`src/rtl/keypad_pkg.sv`:
```
`default_nettype none
// ============================================================================
// Module   : keypad_pkg
// Purpose  : Shared types and helpers for the matrix keypad scanner:
//            frame classification, FSM states and the 4x4 hex legend LUT.
// Ports    : none (package)
// Revision : 1.0 - initial release
// ============================================================================
package keypad_pkg;

  // Result of one full pass over all columns.
  typedef enum logic [1:0] {
    NONE   = 2'd0,
    SINGLE = 2'd1,
    GHOST  = 2'd2
  } frame_class_t;

  // Debounce / hold state machine.
  typedef enum logic [1:0] {
    IDLE     = 2'd0,
    PRESS_DB = 2'd1,
    HELD     = 2'd2,
    REL_DB   = 2'd3
  } state_t;

  // Legend printed on the standard 4x4 keypad.
  function automatic logic [3:0] hex_lut(input logic [1:0] row, input logic [1:0] col);
    logic [3:0] v;
    unique case ({row, col})
      4'h0: v = 4'h1;  4'h1: v = 4'h2;  4'h2: v = 4'h3;  4'h3: v = 4'hA;
      4'h4: v = 4'h4;  4'h5: v = 4'h5;  4'h6: v = 4'h6;  4'h7: v = 4'hB;
      4'h8: v = 4'h7;  4'h9: v = 4'h8;  4'hA: v = 4'h9;  4'hB: v = 4'hC;
      4'hC: v = 4'h0;  4'hD: v = 4'hF;  4'hE: v = 4'hE;  default: v = 4'hD;
    endcase
    return v;
  endfunction

endpackage
`default_nettype wire

```
`src/rtl/keypad_col_scan.sv`:
```
`default_nettype none
// ============================================================================
// Module   : keypad_col_scan
// Purpose  : Column scan timebase. Drives one column low at a time for
//            SCAN_TICKS cycles and flags the row-sample and frame-end cycles.
// Ports    : clk, rst_n       - clock, async active-low reset
//            o_col            - one-hot-low column drive (registered)
//            o_col_idx        - index of the column currently driven
//            o_sample         - high on the cycle rows are to be sampled
//            o_frame_end      - high on the last cycle of a full frame
// Revision : 1.0 - initial release
// ============================================================================
module keypad_col_scan #(
  parameter int NUM_COLS     = 4,
  parameter int SCAN_TICKS   = 100000,
  parameter int SETTLE_TICKS = 8
) (
  input  logic                        clk,
  input  logic                        rst_n,
  output logic [NUM_COLS-1:0]         o_col,
  output logic [$clog2(NUM_COLS)-1:0] o_col_idx,
  output logic                        o_sample,
  output logic                        o_frame_end
);

  localparam int c_tw = $clog2(SCAN_TICKS);
  localparam int c_cw = $clog2(NUM_COLS);
  localparam logic [NUM_COLS-1:0] c_one = NUM_COLS'(1);

  logic [c_tw-1:0]     r_tick;
  logic [c_cw-1:0]     r_col_idx;
  logic [NUM_COLS-1:0] r_col;
  logic                w_tick_wrap;
  logic                w_last_col;
  logic [c_cw-1:0]     w_next_idx;

  assign w_tick_wrap = (r_tick == c_tw'(SCAN_TICKS - 1));
  assign w_last_col  = (r_col_idx == c_cw'(NUM_COLS - 1));
  assign w_next_idx  = w_last_col ? '0 : r_col_idx + 1'b1;

  always_ff @(posedge clk or negedge rst_n) begin
    if (!rst_n) begin
      r_tick    <= '0;
      r_col_idx <= '0;
      r_col     <= ~c_one;
    end else if (w_tick_wrap) begin
      r_tick    <= '0;
      r_col_idx <= w_next_idx;
      // Column drive is registered so it switches together with the index.
      r_col     <= ~(c_one << w_next_idx);
    end else begin
      r_tick    <= r_tick + 1'b1;
    end
  end

  assign o_col       = r_col;
  assign o_col_idx   = r_col_idx;
  assign o_sample    = (r_tick == c_tw'(SETTLE_TICKS));
  assign o_frame_end = w_tick_wrap && w_last_col;

endmodule
`default_nettype wire

```
`src/rtl/keypad_scanner.sv`:
```
`default_nettype none
// ============================================================================
// Module   : keypad_scanner
// Purpose  : Matrix keypad scanner with debounce, ghost rejection, release
//            detection and optional auto-repeat.
// Ports    : clk, rst_n   - clock, async active-low reset
//            row          - raw active-low row lines (asynchronous)
//            col          - one-hot-low column drive
//            key_index    - r*NUM_COLS+c of the last accepted key
//            key_hex      - legend of key_index (0 unless 4x4)
//            key_press    - 1-cycle pulse: accepted press or auto-repeat
//            key_repeat   - qualifies key_press as a repeat
//            key_release  - 1-cycle pulse: accepted release
//            key_held     - high between accepted press and release
// Revision : 1.0 - initial release
// ============================================================================
module keypad_scanner
  import keypad_pkg::*;
#(
  parameter int NUM_ROWS             = 4,
  parameter int NUM_COLS             = 4,
  parameter int SCAN_TICKS           = 100000,
  parameter int SETTLE_TICKS         = 8,
  parameter int DEBOUNCE_FRAMES      = 3,
  parameter int REPEAT_EN            = 0,
  parameter int REPEAT_DELAY_FRAMES  = 50,
  parameter int REPEAT_PERIOD_FRAMES = 10
) (
  input  logic                                 clk,
  input  logic                                 rst_n,
  input  logic [NUM_ROWS-1:0]                  row,
  output logic [NUM_COLS-1:0]                  col,
  output logic [$clog2(NUM_ROWS*NUM_COLS)-1:0] key_index,
  output logic [3:0]                           key_hex,
  output logic                                 key_press,
  output logic                                 key_repeat,
  output logic                                 key_release,
  output logic                                 key_held
);

  localparam int c_iw      = $clog2(NUM_ROWS * NUM_COLS);
  localparam int c_cw      = $clog2(NUM_COLS);
  localparam int c_dbw     = $clog2(DEBOUNCE_FRAMES + 1);
  localparam int c_rep_max = (REPEAT_DELAY_FRAMES > REPEAT_PERIOD_FRAMES) ?
                             REPEAT_DELAY_FRAMES : REPEAT_PERIOD_FRAMES;
  localparam int c_rw      = $clog2(c_rep_max + 1);
  localparam bit c_is_4x4  = (NUM_ROWS == 4) && (NUM_COLS == 4);

  // Row synchroniser
  logic [NUM_ROWS-1:0] r_row_s1, r_row_s2;

  always_ff @(posedge clk or negedge rst_n) begin
    if (!rst_n) begin
      r_row_s1 <= '1;
      r_row_s2 <= '1;
    end else begin
      r_row_s1 <= row;
      r_row_s2 <= r_row_s1;
    end
  end

  // Column timebase
  logic [c_cw-1:0] w_col_idx;
  logic            w_sample;
  logic            w_frame_end;

  keypad_col_scan #(
    .NUM_COLS     (NUM_COLS),
    .SCAN_TICKS   (SCAN_TICKS),
    .SETTLE_TICKS (SETTLE_TICKS)
  ) u_col_scan (
    .clk         (clk),
    .rst_n       (rst_n),
    .o_col       (col),
    .o_col_idx   (w_col_idx),
    .o_sample    (w_sample),
    .o_frame_end (w_frame_end)
  );

  // Frame accumulator. The next-value view folds in the current sample so a
  // sample landing on the frame-end cycle is still counted in that frame.
  logic [1:0]      r_hit_cnt;
  logic [c_iw-1:0] r_hit_idx;
  logic            r_cand_hit;
  logic [1:0]      w_acc_cnt;
  logic [c_iw-1:0] w_acc_idx;
  logic            w_acc_cand;
  logic [c_iw-1:0] w_lin;
  logic [c_iw-1:0] r_cand;

  always_comb begin
    w_acc_cnt  = r_hit_cnt;
    w_acc_idx  = r_hit_idx;
    w_acc_cand = r_cand_hit;
    w_lin      = '0;
    if (w_sample) begin
      for (int r = 0; r < NUM_ROWS; r++) begin
        if (!r_row_s2[r]) begin
          w_lin     = c_iw'(r * NUM_COLS) + c_iw'(w_col_idx);
          w_acc_cnt = (w_acc_cnt == 2'd2) ? 2'd2 : w_acc_cnt + 2'd1;
          w_acc_idx = w_lin;
          // Presence of the candidate is tracked even inside a ghost frame.
          if (w_lin == r_cand) w_acc_cand = 1'b1;
        end
      end
    end
  end

  frame_class_t    r_cls;
  logic [c_iw-1:0] r_cls_idx;
  logic            r_cls_cand;
  logic            r_cls_vld;

  always_ff @(posedge clk or negedge rst_n) begin
    if (!rst_n) begin
      r_hit_cnt  <= '0;
      r_hit_idx  <= '0;
      r_cand_hit <= 1'b0;
      r_cls      <= NONE;
      r_cls_idx  <= '0;
      r_cls_cand <= 1'b0;
      r_cls_vld  <= 1'b0;
    end else if (w_frame_end) begin
      r_hit_cnt  <= '0;
      r_hit_idx  <= '0;
      r_cand_hit <= 1'b0;
      r_cls      <= (w_acc_cnt == 2'd0) ? NONE : (w_acc_cnt == 2'd1) ? SINGLE : GHOST;
      r_cls_idx  <= w_acc_idx;
      r_cls_cand <= w_acc_cand;
      r_cls_vld  <= 1'b1;
    end else begin
      r_hit_cnt  <= w_acc_cnt;
      r_hit_idx  <= w_acc_idx;
      r_cand_hit <= w_acc_cand;
      r_cls_vld  <= 1'b0;
    end
  end

  // Legend of the classified key; only used when it is being accepted.
  logic [3:0] w_idx4;
  logic [3:0] w_cls_hex;

  assign w_idx4    = 4'(r_cls_idx);
  assign w_cls_hex = c_is_4x4 ? hex_lut(w_idx4[3:2], w_idx4[1:0]) : 4'h0;

  // Debounce FSM with repeat counter
  state_t           r_state;
  logic [c_dbw-1:0] r_db_cnt;
  logic [c_rw-1:0]  r_rep_cnt;

  always_ff @(posedge clk or negedge rst_n) begin
    if (!rst_n) begin
      r_state     <= IDLE;
      r_db_cnt    <= '0;
      r_rep_cnt   <= '0;
      r_cand      <= '0;
      key_index   <= '0;
      key_hex     <= 4'h0;
      key_press   <= 1'b0;
      key_repeat  <= 1'b0;
      key_release <= 1'b0;
      key_held    <= 1'b0;
    end else begin
      key_press   <= 1'b0;
      key_repeat  <= 1'b0;
      key_release <= 1'b0;
      if (r_cls_vld) begin
        unique case (r_state)
          IDLE: begin
            if (r_cls == SINGLE) begin
              r_cand <= r_cls_idx;
              if (DEBOUNCE_FRAMES == 1) begin
                r_state   <= HELD;
                key_index <= r_cls_idx;
                key_hex   <= w_cls_hex;
                key_press <= 1'b1;
                key_held  <= 1'b1;
                r_rep_cnt <= c_rw'(REPEAT_DELAY_FRAMES);
              end else begin
                r_state  <= PRESS_DB;
                r_db_cnt <= c_dbw'(1);
              end
            end
          end
          PRESS_DB: begin
            if (r_cls == SINGLE && r_cls_idx == r_cand) begin
              if (r_db_cnt == c_dbw'(DEBOUNCE_FRAMES - 1)) begin
                r_state   <= HELD;
                key_index <= r_cls_idx;
                key_hex   <= w_cls_hex;
                key_press <= 1'b1;
                key_held  <= 1'b1;
                r_rep_cnt <= c_rw'(REPEAT_DELAY_FRAMES);
              end else begin
                r_db_cnt <= r_db_cnt + 1'b1;
              end
            end else begin
              r_state <= IDLE;
            end
          end
          HELD: begin
            if (r_cls_cand) begin
              // Down-counter reaching 1 marks the frame that owes a repeat.
              if (REPEAT_EN != 0) begin
                if (r_rep_cnt <= c_rw'(1)) begin
                  key_press  <= 1'b1;
                  key_repeat <= 1'b1;
                  r_rep_cnt  <= c_rw'(REPEAT_PERIOD_FRAMES);
                end else begin
                  r_rep_cnt <= r_rep_cnt - 1'b1;
                end
              end
            end else if (DEBOUNCE_FRAMES == 1) begin
              r_state     <= IDLE;
              key_release <= 1'b1;
              key_held    <= 1'b0;
            end else begin
              r_state  <= REL_DB;
              r_db_cnt <= c_dbw'(1);
            end
          end
          REL_DB: begin
            if (r_cls_cand) begin
              r_state <= HELD;
            end else if (r_db_cnt == c_dbw'(DEBOUNCE_FRAMES - 1)) begin
              r_state     <= IDLE;
              key_release <= 1'b1;
              key_held    <= 1'b0;
            end else begin
              r_db_cnt <= r_db_cnt + 1'b1;
            end
          end
          default: r_state <= IDLE;
        endcase
      end
    end
  end

endmodule
`default_nettype wire

```
`config.mk`:
```
export PLATFORM = sky130hd
export DESIGN_NAME = keypad_scanner
export DESIGN_NICKNAME = d
export VERILOG_FILES = /design/src/rtl/keypad_pkg.sv /design/src/rtl/keypad_col_scan.sv /design/src/rtl/keypad_scanner.sv
export SDC_FILE = /design/constraint.sdc
export NUM_CORES = 1
export LEC_CHECK = 0
export ABC_AREA = 1
export BUFFER_PORTS_ARGS = -buffer_cell sky130_fd_sc_hd__clkbuf_2
export CORE_MARGIN = 10
export CORE_UTILIZATION = 45
export DETAILED_ROUTE_END_ITERATION = 8
export PLACE_DENSITY = 0.68
export SYNTH_ARGS = -nofsm -noshare
export SYNTH_HDL_FRONTEND = slang
export SYNTH_SLANG_ARGS = --single-unit
export TNS_END_PERCENT = 10
```
`constraint.sdc`:
```
create_clock -name clk -period 7 [get_ports clk]
set_clock_uncertainty 0.15 [all_clocks]
set_input_delay 1.05 -clock clk [delete_from_list [all_inputs] [get_ports clk]]
set_output_delay 1.05 -clock clk [all_outputs]
set_load 0.01 [all_outputs]
```
==> results_dict.tcl <==
set metrics [dict create \
    status "complete, no violations" \
    n_antenna_cell 0 \
    place.port_buffers 20 \
    synth_seq_area_share_pct 47.1 \
    dp_cells 551 \
    grt_start_max_net_pins 66 \
    vias 2802 \
    grt_pass1_vias 2676 \
    final.setup.worst_slack_ns 4.19 \
    yosysWarnings 0 \
    tns_ns 0 \
    irDropWorstVdd_v 0.000105 \
    seqPwrFrac_pct 51.4 \
    drc 0 \
    worstHoldStart "r_row_s1[3]" \
    timing.fmax_mhz 356 \
    p_sw_mw 0.180 \
    holdBufCountCts 0 \
    cts_made_buffers 9 \
    maxCapViolations 0 \
    critPathSlowestCell "dfrtp_1" \
    end_kind "flip-flop" \
    crit_path_max_incr_delay_ns 0.38 \
    grt_pass1_wl_um 11800 \
    max-slew-margin-rel_pct 47.0 \
    dieWidth_um 108 \
    htreeDepth 3 \
    cts.sinks 65 \
    cp_max_fo 3 \
    num_rows 32 \
    pin_count 22 \
    core_sq_um 7610 \
    dieArea_sq_um 11700 \
    avgViaCountPerCell 4.94 \
    design_power_total_mw 0.751 \
    clk_latency_ns 0.34 \
    timing.final.crit_share_pct 40.1 \
    period_minus_slack_ns 2.81 \
    final_nets 481 \
    stdcell_count 567 \
    synth_area_sq_um 3480 \
    area_growth_pct 11.4 \
    cts_tree "done" \
    crit_path_frequent_cell "nand2_1" \
    track_usage_pct 12.5 \
    drv_slew 0 \
    cts_max_path_buffers 2 \
    rr_startpoint "r_hit_cnt[1]" \
    crit_path_start "r_hit_cnt[1]" \
    firstDrtPassIters 4 \
    routedWlPerCell_um 12.0 \
    wl_um 6790 \
    p_int_mw 0.571 \
    grt_remaining_overflow 0 \
    p_clk_share_pct 43.3 \
    cp_cell_sequence "inv_1, ha_1, nand2_1, nand2_1, inv_1, ha_1, or2_2, nand2_1, ha_1, nand2_1, and2_1, ha_1, nor2_1, nor2_1, a21oi_2, nand3_1, nand2_1" \
    ys_types 32 \
    synth.avg_cell_area_sq_um 8.04 \
    antenna_found_initial 0 \
    ys_seq_elements 65 \
    dp_slack_ns 4.21 \
    reg2reg_depth 17 \
    path_clk_slew_ns 0.07 \
    rsz0062_at_grt "no" \
    p_leak_nw 1.94 \
    crit_required_ns 7.13 \
    clockRootBuffer "clkbuf_8" \
    pwr-share-comb_pct 5.2 \
    syn_nets 454 \
    ant_nets 0 \
    power.density_nw_per_um2 194 \
    syn-instance-count 433 \
    drtIter0Drc 147 \
    cp-start-kind "flip-flop" \
    crit_type "reg -> reg" \
    start_util_pct 45.7 \
    cp_data_arrival_time_ns 2.94 \
    hold_path_depth 0 \
    final-hold-violation-count 0 \
    gp_congestion 0.876 \
    tightest_slew_ns 0.794 \
    dp_hpwl_um 5090 \
    cts_setup_buffers 0 \
    setup_violations 0 \
    ctsResizeCount 0 \
    swShare_pct 23.9 \
    die_y_um 108 \
    hp-class "reg -> reg" \
    drive_gt1_share_pct 17.2 \
]
==> Yosys cell counts <==
| master | n | area share, % |
|---|---|---|
| a211oi_1 | 1 | 0.22 |
| a21oi_1 | 16 | 2.3 |
| a21oi_2 | 1 | 0.25 |
| and2_1 | 2 | 0.36 |
| buf_2 | 1 | 0.14 |
| buf_4 | 2 | 0.43 |
| buf_6 | 2 | 0.65 |
| clkinv_2 | 2 | 0.29 |
| conb_1 | 1 | 0.11 |
| dfrtp_1 | 54 | 39 |
| dfstp_2 | 11 | 8.3 |
| ha_1 | 15 | 5.4 |
| inv_1 | 56 | 6.0 |
| inv_2 | 4 | 0.43 |
| nand2_1 | 105 | 11 |
| nand2_2 | 6 | 1.1 |
| nand3_1 | 27 | 3.9 |
| nand3_2 | 2 | 0.58 |
| nand4_1 | 11 | 2.0 |
| nor2_1 | 46 | 5.0 |
| nor2_2 | 8 | 1.4 |
| nor2_4 | 4 | 1.3 |
| nor3_1 | 3 | 0.43 |
| nor3_2 | 1 | 0.29 |
| nor4_1 | 1 | 0.18 |
| o211ai_1 | 2 | 0.43 |
| o21ai_0 | 31 | 4.5 |
| o21ai_1 | 3 | 0.43 |
| o21ai_2 | 1 | 0.25 |
| o22ai_1 | 1 | 0.18 |
| or2_2 | 3 | 0.54 |
| xor2_1 | 10 | 2.5 |
==> power by group through the flow <==
stage | clock network [mW] | logic (mW) | registers, mW
finish | 0.325 | 0.0390 | 0.386
global route | 0.349 | 0.0465 | 0.387
CTS | 0.333 | 0.0399 | 0.386
detailed placement | 0 | 0.0399 | 0.393
global placement | 0 | 0.0370 | 0.393
floorplan | 0 | 0.0253 | 0.392
==> final cells by class <==
| cell class | count | area, sq um |
|---|---|---|
| Clock inverter | 6 | 66.3 |
| Multi-Input combinational cell | 301 | 1560 |
| Inverter | 62 | 235 |
| Timing Repair Buffer | 21 | 108 |
| Tap cell | 102 | 128 |
| Clock buffer | 10 | 138 |
| Fill cell | 740 | 3730 |
| Sequential cell | 65 | 1640 |
==> through the flow <==
stage / hold WS [ns] / utilization, % / cell area [sq um]
final: 0.206 / 51.0 / 3880
after global routing: 0.211 / 51.0 / 3880
after CTS: 0.207 / 51.0 / 3880
after detailed placement: 0.197 / 48.3 / 3670
after global placement: 0.196 / 48.3 / 3670
after floorplan: 0.195 / - / 3480
==> flip-flops by register name, summed over array words and instances, names as in the netlist, 4 cells and up <==
name               cells
key_hex                4
key_index              4
r_cand                 4
r_cls_idx              4
r_hit_idx              4
r_row_s1               4
r_row_s2               4
u_col_scan.o_col       4
u_col_scan.r_tick     17
==> routing by layer <==
layer	part of all wire [%]	wire [um]	GRT usage [%]	vias up
li1	-	-	-	1425
met1	45	3040	14.6	1312
met2	48	3290	20.9	52
met3	5.0	340	2.97	13
met4	1.9	129	6.30	0
met5	0	0	0	-
==> critical path, delay by kind of cell, from the launching register on <==
kind	cells	cell delay, ns
AOI/OAI and AO/OA	1	0.18
DFF	1	0.38
and+or+nand+nor	10	1.00
adders and majority gates	4	0.97
buffers and inverters	2	0.11
==> logic make-up (layout without fill, tap and decap cells) <==
group	count (synthesis)	in the layout	share of synthesized area (%)
simple gates	219	219	28.3
buf+inv	67	99	7.98
flops	65	65	47.1
compound gates	56	56	8.52
fa+ha+maj	15	15	5.39
xor+xnor	10	10	2.52
other cells	1	1	0.108
==> worst paths after layout <==
path | to | slack, ns
setup / recovery | r_cls[0] | 4.19
hold / removal | r_row_s2[3] | 0.21
setup reg to reg | r_cls[0] | 4.19
hold reg to reg | r_row_s2[3] | 0.21
max in group asynchronous | u_col_scan.r_tick[4] | 5.44
min in group asynchronous | key_hex[2] | 0.72
==> cell usage in the layout, fill, tap and decap left out, types with 6 or more instances in the layout <==
cell type,count
dfstp_2,11
clkbuf_8,10
nor2_2,8
clkbuf_2,20
nand4_1,11
a21oi_1,16
ha_1,15
nor2_1,46
dfrtp_1,54
nand2_2,6
inv_1,56
nand3_1,27
o21ai_0,31
nand2_1,105
xor2_1,10
Note: power is estimated with default switching activity, not from simulation.
